## src/rtl/ultrasonic_pkg.sv

```systemverilog
// Shared encodings, counter width and default timing for the ultrasonic echo emulator
// and the ranging controller that talks to it.
package ultrasonic_pkg;

    typedef enum logic [2:0] {
        ST_IDLE    = 3'd0,
        ST_TRIG_HI = 3'd1,
        ST_BURST   = 3'd2,
        ST_ECHO    = 3'd3,
        ST_HOLDOFF = 3'd4
    } state_t;

    localparam int CNT_W = 22;
    typedef logic [CNT_W-1:0] cnt_t;

    localparam int unsigned DEF_CLK_HZ       = 50_000_000;
    localparam int unsigned DEF_TRIG_MIN_CYC = 500;
    localparam int unsigned DEF_BURST_CYC    = 10_000;
    localparam int unsigned DEF_CYC_PER_CM   = 2_900;
    localparam int unsigned DEF_MAX_CM       = 400;
    localparam int unsigned DEF_TIMEOUT_CYC  = 1_900_000;
    localparam int unsigned DEF_HOLDOFF_CYC  = 500_000;

    // Out-of-range distances (0 or beyond max_cm) report as no-target.
    function automatic cnt_t echo_width(input logic [8:0]  cm,
                                        input int unsigned cyc_per_cm,
                                        input int unsigned max_cm,
                                        input int unsigned timeout_cyc);
        logic [31:0] cm_w;
        cnt_t        width;
        cm_w = {23'd0, cm};
        if (cm_w >= 32'd1 && cm_w <= max_cm)
            width = cnt_t'(cm_w * cyc_per_cm);
        else
            width = cnt_t'(timeout_cyc);
        return width;
    endfunction

endpackage

```

## src/rtl/ultrasonic_echo_emulator_sync_2ff.sv

```systemverilog
// 1-bit two-flop synchronizer with asynchronous active-low reset.
module sync_2ff (
    input  logic clk,
    input  logic rst_n,
    input  logic d,
    output logic q
);

    logic meta;

    always_ff @(posedge clk or negedge rst_n) begin
        if (!rst_n) begin
            meta <= 1'b0;
            q    <= 1'b0;
        end else begin
            meta <= d;
            q    <= meta;
        end
    end

endmodule

```

## src/rtl/ultrasonic_echo_emulator.sv

```systemverilog
// Emulates an HC-SR04 style ultrasonic ranger: trig pulse in, distance-encoded echo out.
//   state      | meaning
//   IDLE       | waiting for a qualified trig rising edge
//   TRIG_HI    | counting trig high time (saturating down-counter)
//   BURST      | emulated 40 kHz burst delay
//   ECHO       | echo high for the distance-derived width
//   HOLDOFF    | dead time before re-arm, trig ignored
module ultrasonic_echo_emulator
    import ultrasonic_pkg::*;
#(
    parameter int unsigned CLK_HZ       = DEF_CLK_HZ,
    parameter int unsigned TRIG_MIN_CYC = DEF_TRIG_MIN_CYC,
    parameter int unsigned BURST_CYC    = DEF_BURST_CYC,
    parameter int unsigned CYC_PER_CM   = DEF_CYC_PER_CM,
    parameter int unsigned MAX_CM       = DEF_MAX_CM,
    parameter int unsigned TIMEOUT_CYC  = DEF_TIMEOUT_CYC,
    parameter int unsigned HOLDOFF_CYC  = DEF_HOLDOFF_CYC
) (
    input  logic       clk,
    input  logic       rst_n,
    input  logic       trig,
    input  logic [8:0] distance_cm,
    output logic       echo,
    output logic       busy,
    output logic       trig_err,
    output logic       meas_done
);

    localparam cnt_t ONE = cnt_t'(1);

    if (CLK_HZ == 0 || TRIG_MIN_CYC == 0 || BURST_CYC == 0 || CYC_PER_CM == 0 ||
        TIMEOUT_CYC == 0 || HOLDOFF_CYC == 0) begin : g_param_check
        $error("ultrasonic_echo_emulator: timing parameters must be non-zero");
    end

    state_t     state, state_next;
    cnt_t       cnt, cnt_next;
    logic [8:0] dist_lat;
    logic       latch_en;
    logic       trig_s, trig_prev;
    logic [1:0] prime;
    logic       armed;

    sync_2ff u_sync_trig (
        .clk   (clk),
        .rst_n (rst_n),
        .d     (trig),
        .q     (trig_s)
    );

    // armed only sets once the synchronizer carries real post-reset samples, so a trig
    // held high across reset must be seen low before it can start a measurement.
    always_ff @(posedge clk or negedge rst_n) begin
        if (!rst_n) begin
            state     <= ST_IDLE;
            cnt       <= '0;
            dist_lat  <= '0;
            trig_prev <= 1'b0;
            prime     <= 2'b00;
            armed     <= 1'b0;
            echo      <= 1'b0;
            meas_done <= 1'b0;
        end else begin
            state     <= state_next;
            cnt       <= cnt_next;
            trig_prev <= trig_s;
            prime     <= {prime[0], 1'b1};
            armed     <= armed | (prime[1] & ~trig_s);
            if (latch_en)
                dist_lat <= distance_cm;
            echo      <= (state_next == ST_ECHO);
            meas_done <= (state == ST_ECHO) && (state_next == ST_HOLDOFF);
        end
    end

    always_comb begin
        state_next = state;
        cnt_next   = cnt;
        latch_en   = 1'b0;
        case (state)
            ST_IDLE: begin
                cnt_next = '0;
                if (trig_s && !trig_prev && armed) begin
                    state_next = ST_TRIG_HI;
                    cnt_next   = cnt_t'(TRIG_MIN_CYC - 1);
                end
            end
            ST_TRIG_HI: begin
                if (trig_s) begin
                    cnt_next = (cnt == '0) ? '0 : cnt - ONE;
                end else if (cnt == '0) begin
                    state_next = ST_BURST;
                    cnt_next   = cnt_t'(BURST_CYC - 1);
                    latch_en   = 1'b1;
                end else begin
                    state_next = ST_IDLE;
                    cnt_next   = '0;
                end
            end
            ST_BURST: begin
                if (cnt == '0) begin
                    state_next = ST_ECHO;
                    cnt_next   = echo_width(dist_lat, CYC_PER_CM, MAX_CM, TIMEOUT_CYC) - ONE;
                end else begin
                    cnt_next = cnt - ONE;
                end
            end
            ST_ECHO: begin
                if (cnt == '0) begin
                    state_next = ST_HOLDOFF;
                    cnt_next   = cnt_t'(HOLDOFF_CYC - 1);
                end else begin
                    cnt_next = cnt - ONE;
                end
            end
            ST_HOLDOFF: begin
                if (cnt == '0) begin
                    state_next = ST_IDLE;
                    cnt_next   = '0;
                end else begin
                    cnt_next = cnt - ONE;
                end
            end
            default: begin
                state_next = ST_IDLE;
                cnt_next   = '0;
            end
        endcase
    end

    always_comb begin
        busy     = (state != ST_IDLE);
        trig_err = (state == ST_TRIG_HI) && !trig_s && (cnt != '0);
    end

endmodule

```

## config.mk

```make
export PLATFORM = sky130hd
export DESIGN_NAME = ultrasonic_echo_emulator
export DESIGN_NICKNAME = d
export VERILOG_FILES = /design/src/rtl/ultrasonic_pkg.sv /design/src/rtl/ultrasonic_echo_emulator_sync_2ff.sv /design/src/rtl/ultrasonic_echo_emulator.sv
export SDC_FILE = /design/constraint.sdc
export NUM_CORES = 1
export LEC_CHECK = 0
export CAP_MARGIN = 5
export CORE_MARGIN = 2
export CORE_UTILIZATION = 30
export CTS_CLUSTER_DIAMETER = 150
export DETAILED_ROUTE_END_ITERATION = 10
export PLACE_DENSITY = 0.49
export SYNTH_ARGS = -nofsm -noshare
export SYNTH_HDL_FRONTEND = slang
export SYNTH_HIERARCHICAL = 1
export SYNTH_SLANG_ARGS = --single-unit
```

## constraint.sdc

```tcl
create_clock -name clk -period 4.44 [get_ports clk]
set_input_delay 0.888 -clock clk [delete_from_list [all_inputs] [get_ports clk]]
set_output_delay 0.888 -clock clk [all_outputs]
set_load 0.01 [all_outputs]
```

; ---- After elaboration in Yosys (flattened, before gate mapping)
; Cells that the tools add are included.
[op_classes]
add_sub_neg = 2
multipliers = 1
magnitude_cmp = 2
n_eq_ne = 6
mux = 20
n_bitwise = 3
reduce_logical = 12
[op_table]
columns = operator, n
row1 = two-way mux 22 bit, 6
row2 = one-hot mux 22 bit (5 select lines), 1
row3 = subtractor 22 x 1 -> 22 bit (second input constant), 2
row4 = zero test 22 bit, 1
row5 = nonzero test 22 bit, 1
row6 = two-way mux 21 bit, 1
row7 = multiplier 9 x 10 -> 19 bit (second input constant), 1
row8 = two-way mux 3 bit, 5
row9 = one-hot mux 3 bit (5 select lines), 1
row10 = two-way mux 14 bit, 1
row11 = equality test 3 x 2 -> 1 bit (second input constant), 3
row12 = >= comparator 9 x 1 -> 1 bit (second input constant), 1
row13 = <= comparator 9 bit (second input constant), 1
row14 = two-way mux 9 bit, 1
row15 = equality test 3 bit (second input constant), 2
row16 = logical AND 1 bit, 6
row17 = equality test 3 x 1 -> 1 bit (second input constant), 1
row18 = zero test 3 bit, 1
row19 = two-way mux 1 bit, 3
row20 = nonzero test 3 bit, 1
row21 = zero test 1 bit, 2
row22 = two-way mux 2 bit, 1
row23 = bitwise AND 1 bit, 1
row24 = NOT 1 bit, 1
row25 = bitwise OR 1 bit, 1
[totals]
reg_bits = 42
inputBits = 12
out_inout_bits = 4
word_cells = 56

; ---- Depth between registers and ports, before layout
; Gate-level depths: netlist of run 1.
[depth]
ltp_word = 8
mapped_depth = 19
mapped_depth_nobuf = 18

; ---- Cells and area by module
; Netlist of run 1, hierarchy kept.
[by_module_without_submodules]
columns = mod, n_inst, cells_per_inst, area_each_um2, seq_area_each_um2
row1 = ultrasonic_echo_emulator, 1, 549, 4631.9, 1001.0
row2 = sync_2ff, 1, 2, 50.0, 50.0

; ---- Worst setup path after synthesis of run 1
; Ideal clock, no wire load.
[synth_path]
kind = flip-flop to flip-flop
startpoint = register dist_lat[4]
endpoint = register cnt[20]
setup_time_ps = 134
arrival_ps = 4551
required_ps = 4306
path_slack_ps = -245
path_stages_with_launch = 20
path_buffers = 1
synth_period_minus_slack_ps = 4685
cell_sequence = dfrtp_1 -> inv_1 -> ha_1 -> inv_1 -> fa_1 -> inv_1 -> fa_1 -> inv_1 -> fa_1 -> inv_1 -> ha_1 -> buf_2 -> a2111oi_1 -> o21ai_1 -> and2_4 -> nor3_1 -> o221ai_1 -> nor4b_4 -> xnor2_1 -> o22ai_1
[synth_between]
elab_chain_cells = 8
elab_cells_between_ends = 10
classes_between = add/sub: 1 / mul: 1 / order compare: 2 / mux: 5 / reduce/logical: 1
[synth_rtl]
columns = item, line_no
row1 = start: declaration, ultrasonic_echo_emulator.sv:38  ; logic [8:0] dist_lat;
row2 = start signal: assignment, ultrasonic_echo_emulator.sv:70  ; dist_lat <= distance_cm;
row3 = "parallel branches: the longest is 2 deep, another holds multiplier 9 x 10 -> 19 bit", n/a
row4 = two-way mux 21 bit (*), ultrasonic_pkg.sv:32  ; if (cm_w >= 32'd1 && cm_w <= max_cm)
row5 = two-way mux 22 bit (*), ultrasonic_echo_emulator.sv:101  ; if (cnt == '0) begin
row6 = two-way mux 22 bit (*), ultrasonic_echo_emulator.sv:80  ; case (state)
row7 = subtractor 22 x 1 -> 22 bit (*), ultrasonic_echo_emulator.sv:103  ; cnt_next = echo_width(dist_lat, CYC_PER_CM, MAX_CM, TIMEOUT_CYC) - ONE;
row8 = two-way mux 22 bit (*), ultrasonic_echo_emulator.sv:101
row9 = one-hot mux 22 bit (5 select lines) (*), ultrasonic_echo_emulator.sv:80
row10 = via cnt_next[20], ultrasonic_echo_emulator.sv:37  ; cnt_t cnt, cnt_next;
row11 = end signal: assignment, ultrasonic_echo_emulator.sv:65  ; cnt <= cnt_next;
row12 = end: declaration, ultrasonic_echo_emulator.sv:37
; Mark *: on every way through the listed nets, which the timed path passes. The select of a mux whose other input is x is not followed.
; A chain may end at the register's enable or synchronous reset.

; ---- Worst setup path after layout of run 1
[layout_path]
startpoint = register dist_lat[2]
endpoint = register cnt[15]
; Same word-level chain as after synthesis.

==> results of run 1 <==
per-stage QoR:
stage | hold WS [ps] | std cells | utilization, % | TNS [ps] | setup slack (ps)
global route | 354 | 816 | 39.3 | -986 | -179
detailed placement | 339 | 799 | 36.0 | -919 | -203
CTS | 352 | 810 | 38.1 | 0 | 7.23
finish | 350 | 816 | 39.3 | 0 | 28.8
floorplan | 331 | 551 | - | -30.8 | -30.8
global placement | 335 | 799 | 36.0 | -513 | -99.7
cell usage after synthesis, drive strengths merged (2+ instances only):
cell	number
inv	63
ha	59
nand2	51
nor2	44
dfrtp	42
o21ai	37
a21oi	33
fa	22
xor2	21
nor3	19
xnor2	16
nand3	15
clkbuf	11
nor4	8
o21a	6
a211oi	5
a31oi	5
buf	5
nand2b	5
nand4	5
nor2b	5
or2	5
or3	5
and2	4
nor3b	4
o31a	4
o31ai	4
a21boi	3
a21o	3
nand3b	3
nand4b	3
nor4b	3
o21bai	3
o22ai	3
or4	3
a211o	2
and3	2
o211ai	2
placed cells by master (no fill, tap or decap), drive strengths merged, types with 6 or more instances in the layout:
cell / n
nor2: 44
fa: 22
o21ai: 37
clkdlybuf4s50: 14
ha: 59
buf: 71
o21a: 6
a21oi: 33
inv: 63
dfrtp: 42
clkbuf: 6
nor3: 19
nor4: 8
nand3: 15
nand2: 51
xnor2: 16
xor2: 21
worst reg2reg max path: stages (launching register included):
cell	delay, ps
dfrtp_1	390
buf_4	170
ha_4	180
fa_1	490
fa_1	550
inv_1	50
fa_1	490
inv_2	50
ha_4	240
buf_6	130
o21a_1	200
buf_4	140
a221oi_2	310
and4bb_2	300
a31oi_1	170
o2111ai_1	140
xnor2_1	200
a21oi_1	90
per-layer routing:
metal | wire, µm | vias to the layer above
li1 | - | 2047
met5 | 0 | -
met3 | 315 | 11
met4 | 140 | 0
met2 | 6490 | 54
met1 | 5950 | 2000
registers in the layout, summed over array words and instances, names as in the netlist:
| name | count |
|---|---|
| cnt | 22 |
| trig_prev | 1 |
| state | 3 |
| dist_lat | 9 |
| u_sync_trig/meta | 1 |
| meas_done | 1 |
| armed | 1 |
| echo | 1 |
| prime | 2 |
| u_sync_trig/q | 1 |
cell type report:
type / instances / area, µm² / share of cell area, %
inverters: 63 / 239 / 4.00
flip-flops and latches: 42 / 1050 / 17.6
well taps: 188 / 235 / 3.93
repair buffers: 85 / 682 / 11.4
multi-input cells: 430 / 3600 / 60.3
clock buffers: 6 / 129 / 2.16
clock inverters: 2 / 37.5 / 0.628
logic make-up (layout without fill, tap and decap cells):
family	count (synthesis)	after routing
other	1	1
XOR/XNOR	37	37
AO/OA/AOI/OAI	122	122
AND/OR/NAND/NOR	187	187
buffers and inverters	79	156
adder cells (fa/ha/maj)	81	81
flip-flops	42	42
multiplexers	2	2
repair_timing:
| action | in CTS | in global routing |
|---|---|---|
| pin swaps | 5 | 41 |
| gates resized for setup | 21 | 34 |
| setup buffers | 3 | 7 |
| cloned | 0 | 0 |
| endpoints found under the setup margin | 7 | 10 |
how the worst max path moves through the flow:
stage | slack, ps | startpoint | endpoint | cells after the start
2_1_floorplan | -30 | dist_lat[1]$_DFFE_PN0P_ | cnt[20]$_DFF_PN0_ | 18
3_3_place_gp | -100 | dist_lat[1]$_DFFE_PN0P_ | cnt[20]$_DFF_PN0_ | 19
5_1_grt | -180 | dist_lat[2]$_DFFE_PN0P_ | cnt[20]$_DFF_PN0_ | 19
6_report | 30 | dist_lat[2]$_DFFE_PN0P_ | cnt[15]$_DFF_PN0_ | 17
3_5_place_dp | -200 | dist_lat[5]$_DFFE_PN0P_ | cnt[20]$_DFF_PN0_ | 18
4_1_cts | 7 | dist_lat[3]$_DFFE_PN0P_ | cnt[20]$_DFF_PN0_ | 17
==> results.json, run 1 <==
{
  "worst_ep_arrival_time_ps": 4580,
  "port_buffers": 15,
  "cts_buffers": 5,
  "hp-class": "register to register",
  "synthTopCellsByArea": "dfrtp_1, ha_1, fa_1",
  "postCtsHoldBufs": 0,
  "slew_viol_final": 0,
  "synth-simple-area-share_pct": 21.5,
  "r2r_end": "cnt[15]$_DFF_PN0_",
  "grt_pass1_vias": 4259,
  "drive_above_1_share_pct": 23.6,
  "antenna_found_initial": 0,
  "finalSetupViolCount": 0,
  "groute.layer.met3.usage_pct": 2.20,
  "synth_async_sr_flop_share_pct": 100,
  "clock_latency_ps": 290,
  "placed_cell_area_mm2": 0.00548,
  "via_per_inst": 5.04,
  "critPathSlowestCell": "fa_1",
  "nets": 720,
  "numClockSinks": 42,
  "post_drt_wl_per_cell_um": 15.8,
  "reg2reg_slack_ps": 30,
  "hold_violations": 0,
  "crit_required_ps": 4610,
  "fmax_ghz": 0.227,
  "max_stage_delay_ps": 550,
  "cts.clk_slew.worst_paths_ps": 70,
  "synth_seq_cells": 42,
  "io_pins": 16,
  "worstReg2RegStart": "dist_lat[2]$_DFFE_PN0P_",
  "drc": 0,
  "rows": 45,
  "hp-start": "u_sync_trig/meta$_DFF_PN0_",
  "synth_fa_ha_area_share_pct": 25.2,
  "drtIter0Drc": 174,
  "grtUsageMet1_pct": 21.5,
  "vias": 4112,
  "top_usage_layer": "met2",
  "grt_max_degree": 43,
  "grt_usage_pct": 16.3,
  "cts_tree": "built",
  "coreArea_mm2": 0.0152,
  "netlist_area_mm2": 0.00468,
  "synth_compound_area_share_pct": 16.7,
  "fin_skew_ps": 12.3,
  "detail-route-antenna-nets": 0,
  "cap_violations": 0,
  "cts.htree.levels": 2,
  "use_met2_pct": 28.3,
  "hold_depth": 0,
  "avgSynthCellArea_um2": 8.50,
  "cts_root_buffer": "clkbuf_16",
  "fillers": 1549,
  "critPathLaunchType": "register",
  "synth_top_family_by_area": "adder cells",
  "cp_cell_sequence": "buf_4, ha_4, fa_1, fa_1, inv_1, fa_1, inv_2, ha_4, buf_6, o21a_1, buf_4, a221oi_2, and4bb_2, a31oi_1, o2111ai_1, xnor2_1, a21oi_1",
  "status": "complete, no violations",
  "die_area_mm2": 0.0166,
  "start_util_pct": 30.8,
  "whs_endpoint": "u_sync_trig/q$_DFF_PN0_",
  "path_common_cell": "fa_1",
  "worstMarginPinSlew_ps": 1020,
  "slew_headroom_pct": 31.8,
  "period_minus_slack_ps": 4410,
  "synth_edf_count": 0,
  "critPathBufInv": 5,
  "synth_top_area_cell": "dfrtp_1",
  "synthMuxAreaShare_pct": 0.454,
  "path_delay_family": "adder cells",
  "synth_cell_types": 67,
  "critPathMaxFanout": 6,
  "final_cell_area_mm2": 0.00598,
  "diodes": 0,
  "period_share_pct": 99.4,
  "end_kind": "register",
  "hpwl_mm": 10.4,
  "synth_top_area_share_pct": 22.4,
  "crit_type": "register to register",
  "grt_pass1_wl_mm": 21.7,
  "routabilityCongestion": 0.929,
  "synthXorXnorAreaFrac_pct": 6.92,
  "yosys_warnings": 6,
  "die_h_um": 129,
  "ff2ff_path_depth": 17,
  "synthToLayoutAreaGrowth_pct": 27.7,
  "first_pass_iters": 4,
  "overflow": 0,
  "routed_wl_mm": 12.9,
  "syn_inst": 551,
  "synthFlopType": "dfrtp_1",
  "rsz0062_at_grt": "true",
  "fp.dieW_um": 129,
  "yosysSeqAreaShare_pct": 22.4,
  "synth_nets": 644,
  "cts_max_path_buffers": 2
}
Power of run 1 is not shown: default switching activity piles up to over one toggle a cycle in this logic, so the estimate is an artifact.
==> inputs of run 2 (changes only) <==
--- a/config.mk
+++ b/config.mk
@@ -5,6 +5,7 @@
 export SDC_FILE = /design/constraint.sdc
 export NUM_CORES = 1
 export LEC_CHECK = 0
+export ABC_AREA = 1
 export CAP_MARGIN = 5
 export CORE_MARGIN = 2
 export CORE_UTILIZATION = 30
==> run 2 against run 1 <==
Compared with the run above: cell count increased by 24%; wire length is 11% higher; largest cell class unchanged; sequential share of layout area fell by 0.20 points.
==> results.json, run 2 <==
{
  "fin_skew_ps": 8.45,
  "synthTopCellsByArea": "dfrtp_1, ha_1, nand2_1",
  "first_pass_iters": 5,
  "largest_reg_flops": 22,
  "avgSynthCellArea_um2": 6.80,
  "hold_violations": 0,
  "finalSetupViolCount": 0,
  "place_inst": 1003,
  "layout_common_cells": "nand2_1, inv_1, nor2_1, nand3_1, ha_1",
  "syn_inst": 750,
  "grt_usage_pct": 16.7,
  "status": "complete, no violations",
  "grtUsageMet1_pct": 24.5,
  "fin_tns_setup_ps": 0,
  "via_per_inst": 4.71,
  "final_common_cell": "nand2_1",
  "synthToLayoutAreaGrowth_pct": 18.6,
  "diodes": 0,
  "numClockSinks": 42,
  "rows": 47,
  "post_drt_wl_per_cell_um": 14.1,
  "end_kind": "register",
  "synth_cell_types": 40,
  "fillers": 1838,
  "hp-class": "register to register",
  "grt_pass1_wl_mm": 23.9,
  "slew_viol_final": 0,
  "fp.dieW_um": 134,
  "grt_pass1_vias": 4681,
  "start_util_pct": 30.7,
  "yosysMostFrequentCell": "nand2_1",
  "nets": 886,
  "yosys_warnings": 6,
  "cts.clk_slew.worst_paths_ps": 70,
  "routed_wl_mm": 14.3,
  "clock_latency_ps": 290,
  "post-route-util_pct": 36.5,
  "synth_top_area_cell": "dfrtp_1",
  "groute.layer.met3.usage_pct": 2.00,
  "crit_required_ps": 4610,
  "synth_nets": 843,
  "whs_endpoint": "prime[1]$_DFF_PN0_",
  "hold_depth": 0,
  "routabilityCongestion": 0.864,
  "fin_cells": 1014,
  "top_usage_layer": "met2",
  "cap_violations": 0,
  "ff2ff_path_depth": 24,
  "r2r_end": "cnt[15]$_DFF_PN0_",
  "reg.largest.list": "cnt x22, dist_lat x9, state x3",
  "critPathMaxFanout": 5,
  "port_buffers": 15,
  "cts_buffers": 5,
  "rsz0062_at_grt": "true",
  "use_met2_pct": 25.6,
  "drc": 0,
  "reg2reg_slack_ps": 220,
  "cts.htree.levels": 2,
  "cts_root_buffer": "clkbuf_16",
  "synth_common_cells": "nand2_1, inv_1, nor2_1",
  "regArea_mm2": 0.00105,
  "worstReg2RegStart": "dist_lat[5]$_DFFE_PN0P_",
  "pre_cts_ws_ps": 69.1,
  "largest_register": "cnt",
  "yosysSeqAreaShare_pct": 20.6,
  "critPathLaunchType": "register",
  "synth_top_area_share_pct": 20.6,
  "period_minus_slack_ps": 4220,
  "multi_input_area_mm2": 0.00362,
  "period_share_pct": 95.1,
  "synthFlopType": "dfrtp_1",
  "worstMarginPinSlew_ps": 986,
  "crit_type": "register to register",
  "hpwl_mm": 11.8,
  "netlist_area_mm2": 0.00510,
  "drtIter0Drc": 342,
  "antenna_found_initial": 0,
  "setup_slack_ps": 220,
  "io_pins": 16,
  "overflow": 0,
  "hp-start": "prime[0]$_DFF_PN0_",
  "cts_max_path_buffers": 2,
  "die_area_mm2": 0.0180,
  "synth_edf_count": 0,
  "drive_above_1_share_pct": 13.0,
  "worst_ep_arrival_time_ps": 4390,
  "grt_max_degree": 43,
  "fmax_ghz": 0.237,
  "vias": 4777,
  "synth_seq_cells": 42,
  "detail-route-antenna-nets": 0,
  "cts_tree": "built",
  "slew_headroom_pct": 34.2,
  "die_h_um": 134,
  "postCtsHoldBufs": 0,
  "synth_async_sr_flop_share_pct": 100,
  "coreArea_mm2": 0.0166
}
run 2: cell count changes in the layout (fill, tap and decap cells not counted), sizes merged, moves of 8 or more:
| cell | previous run | this run |
|---|---|---|
| inv | 63 | 156 |
| a21oi | 33 | 17 |
| o21ai | 37 | 29 |
| xnor2 | 16 | 6 |
| nand2 | 51 | 181 |
| nand3 | 15 | 64 |
| nor2 | 44 | 92 |
| nand4 | 5 | 18 |
| buf | 71 | 30 |
run 2: cell type report:
type,count,area share (%)
inverters,155,9.62
multi-input cells,545,59.9
clock buffers,5,2.07
well taps,220,4.55
clock inverters,3,0.393
repair buffers,44,6.00
flip-flops and latches,42,17.4
run 2: through the flow:
step | hold WS (ps) | area [µm²]
detailed placement | 335 | 5650
global route | 356 | 6050
finish | 348 | 6050
CTS | 351 | 5800
global placement | 333 | 5650
floorplan | 331 | 5100
run 2: worst max-delay path: stages (launching register included):
cell,delay [ps]
dfrtp_2,440
ha_4,280
inv_1,50
fa_1,530
inv_2,50
fa_1,520
inv_1,50
fa_1,520
inv_1,60
ha_4,300
nand2_2,80
inv_2,70
nand3_2,90
nand3_2,90
nand2_2,70
buf_4,140
inv_1,50
nand3_1,60
nor2_1,110
nand2_1,90
buf_4,130
o21bai_1,110
nand3_1,80
nand3_1,80
nand2_1,50
run 2: layer usage:
layer	share of wire [%]	vias up
met1	50	2204
met3	4.4	30
met2	43	101
met5	0	-
met4	2.5	0
li1	-	2442
run 2: kinds of logic (layout without fill, tap and decap cells):
family / count (synthesis) / after routing / synth area share [%]
XOR/XNOR: 21 / 21 / 3.61
buffers and inverters: 163 / 207 / 12.6
AND/OR/NAND/NOR: 376 / 376 / 32.5
AO/OA/AOI/OAI: 66 / 66 / 7.49
adder cells (fa/ha/maj): 81 / 81 / 23.1
flip-flops: 42 / 42 / 20.6
other: 1 / 1 / 0.0736
run 2: what timing repair did:
item | in CTS | in global routing
gates resized for setup | 0 | 58
endpoints found under the setup margin | 0 | 10
setup buffers | 0 | 3
run 2: how the worst max path moves through the flow:
stage | from | to | slack (ps) | depth (start not counted)
floorplan | dist_lat[4]$_DFFE_PN0P_ | cnt[20]$_DFF_PN0_ | 290 | 24
global placement | dist_lat[1]$_DFFE_PN0P_ | cnt[12]$_DFF_PN0_ | 50 | 22
detailed placement | dist_lat[5]$_DFFE_PN0P_ | cnt[18]$_DFF_PN0_ | 70 | 24
CTS | dist_lat[5]$_DFFE_PN0P_ | cnt[18]$_DFF_PN0_ | 50 | 24
global route | dist_lat[1]$_DFFE_PN0P_ | cnt[19]$_DFF_PN0_ | -50 | 26
finish | dist_lat[5]$_DFFE_PN0P_ | cnt[15]$_DFF_PN0_ | 220 | 24
Power of run 2 is left out for the same reason.
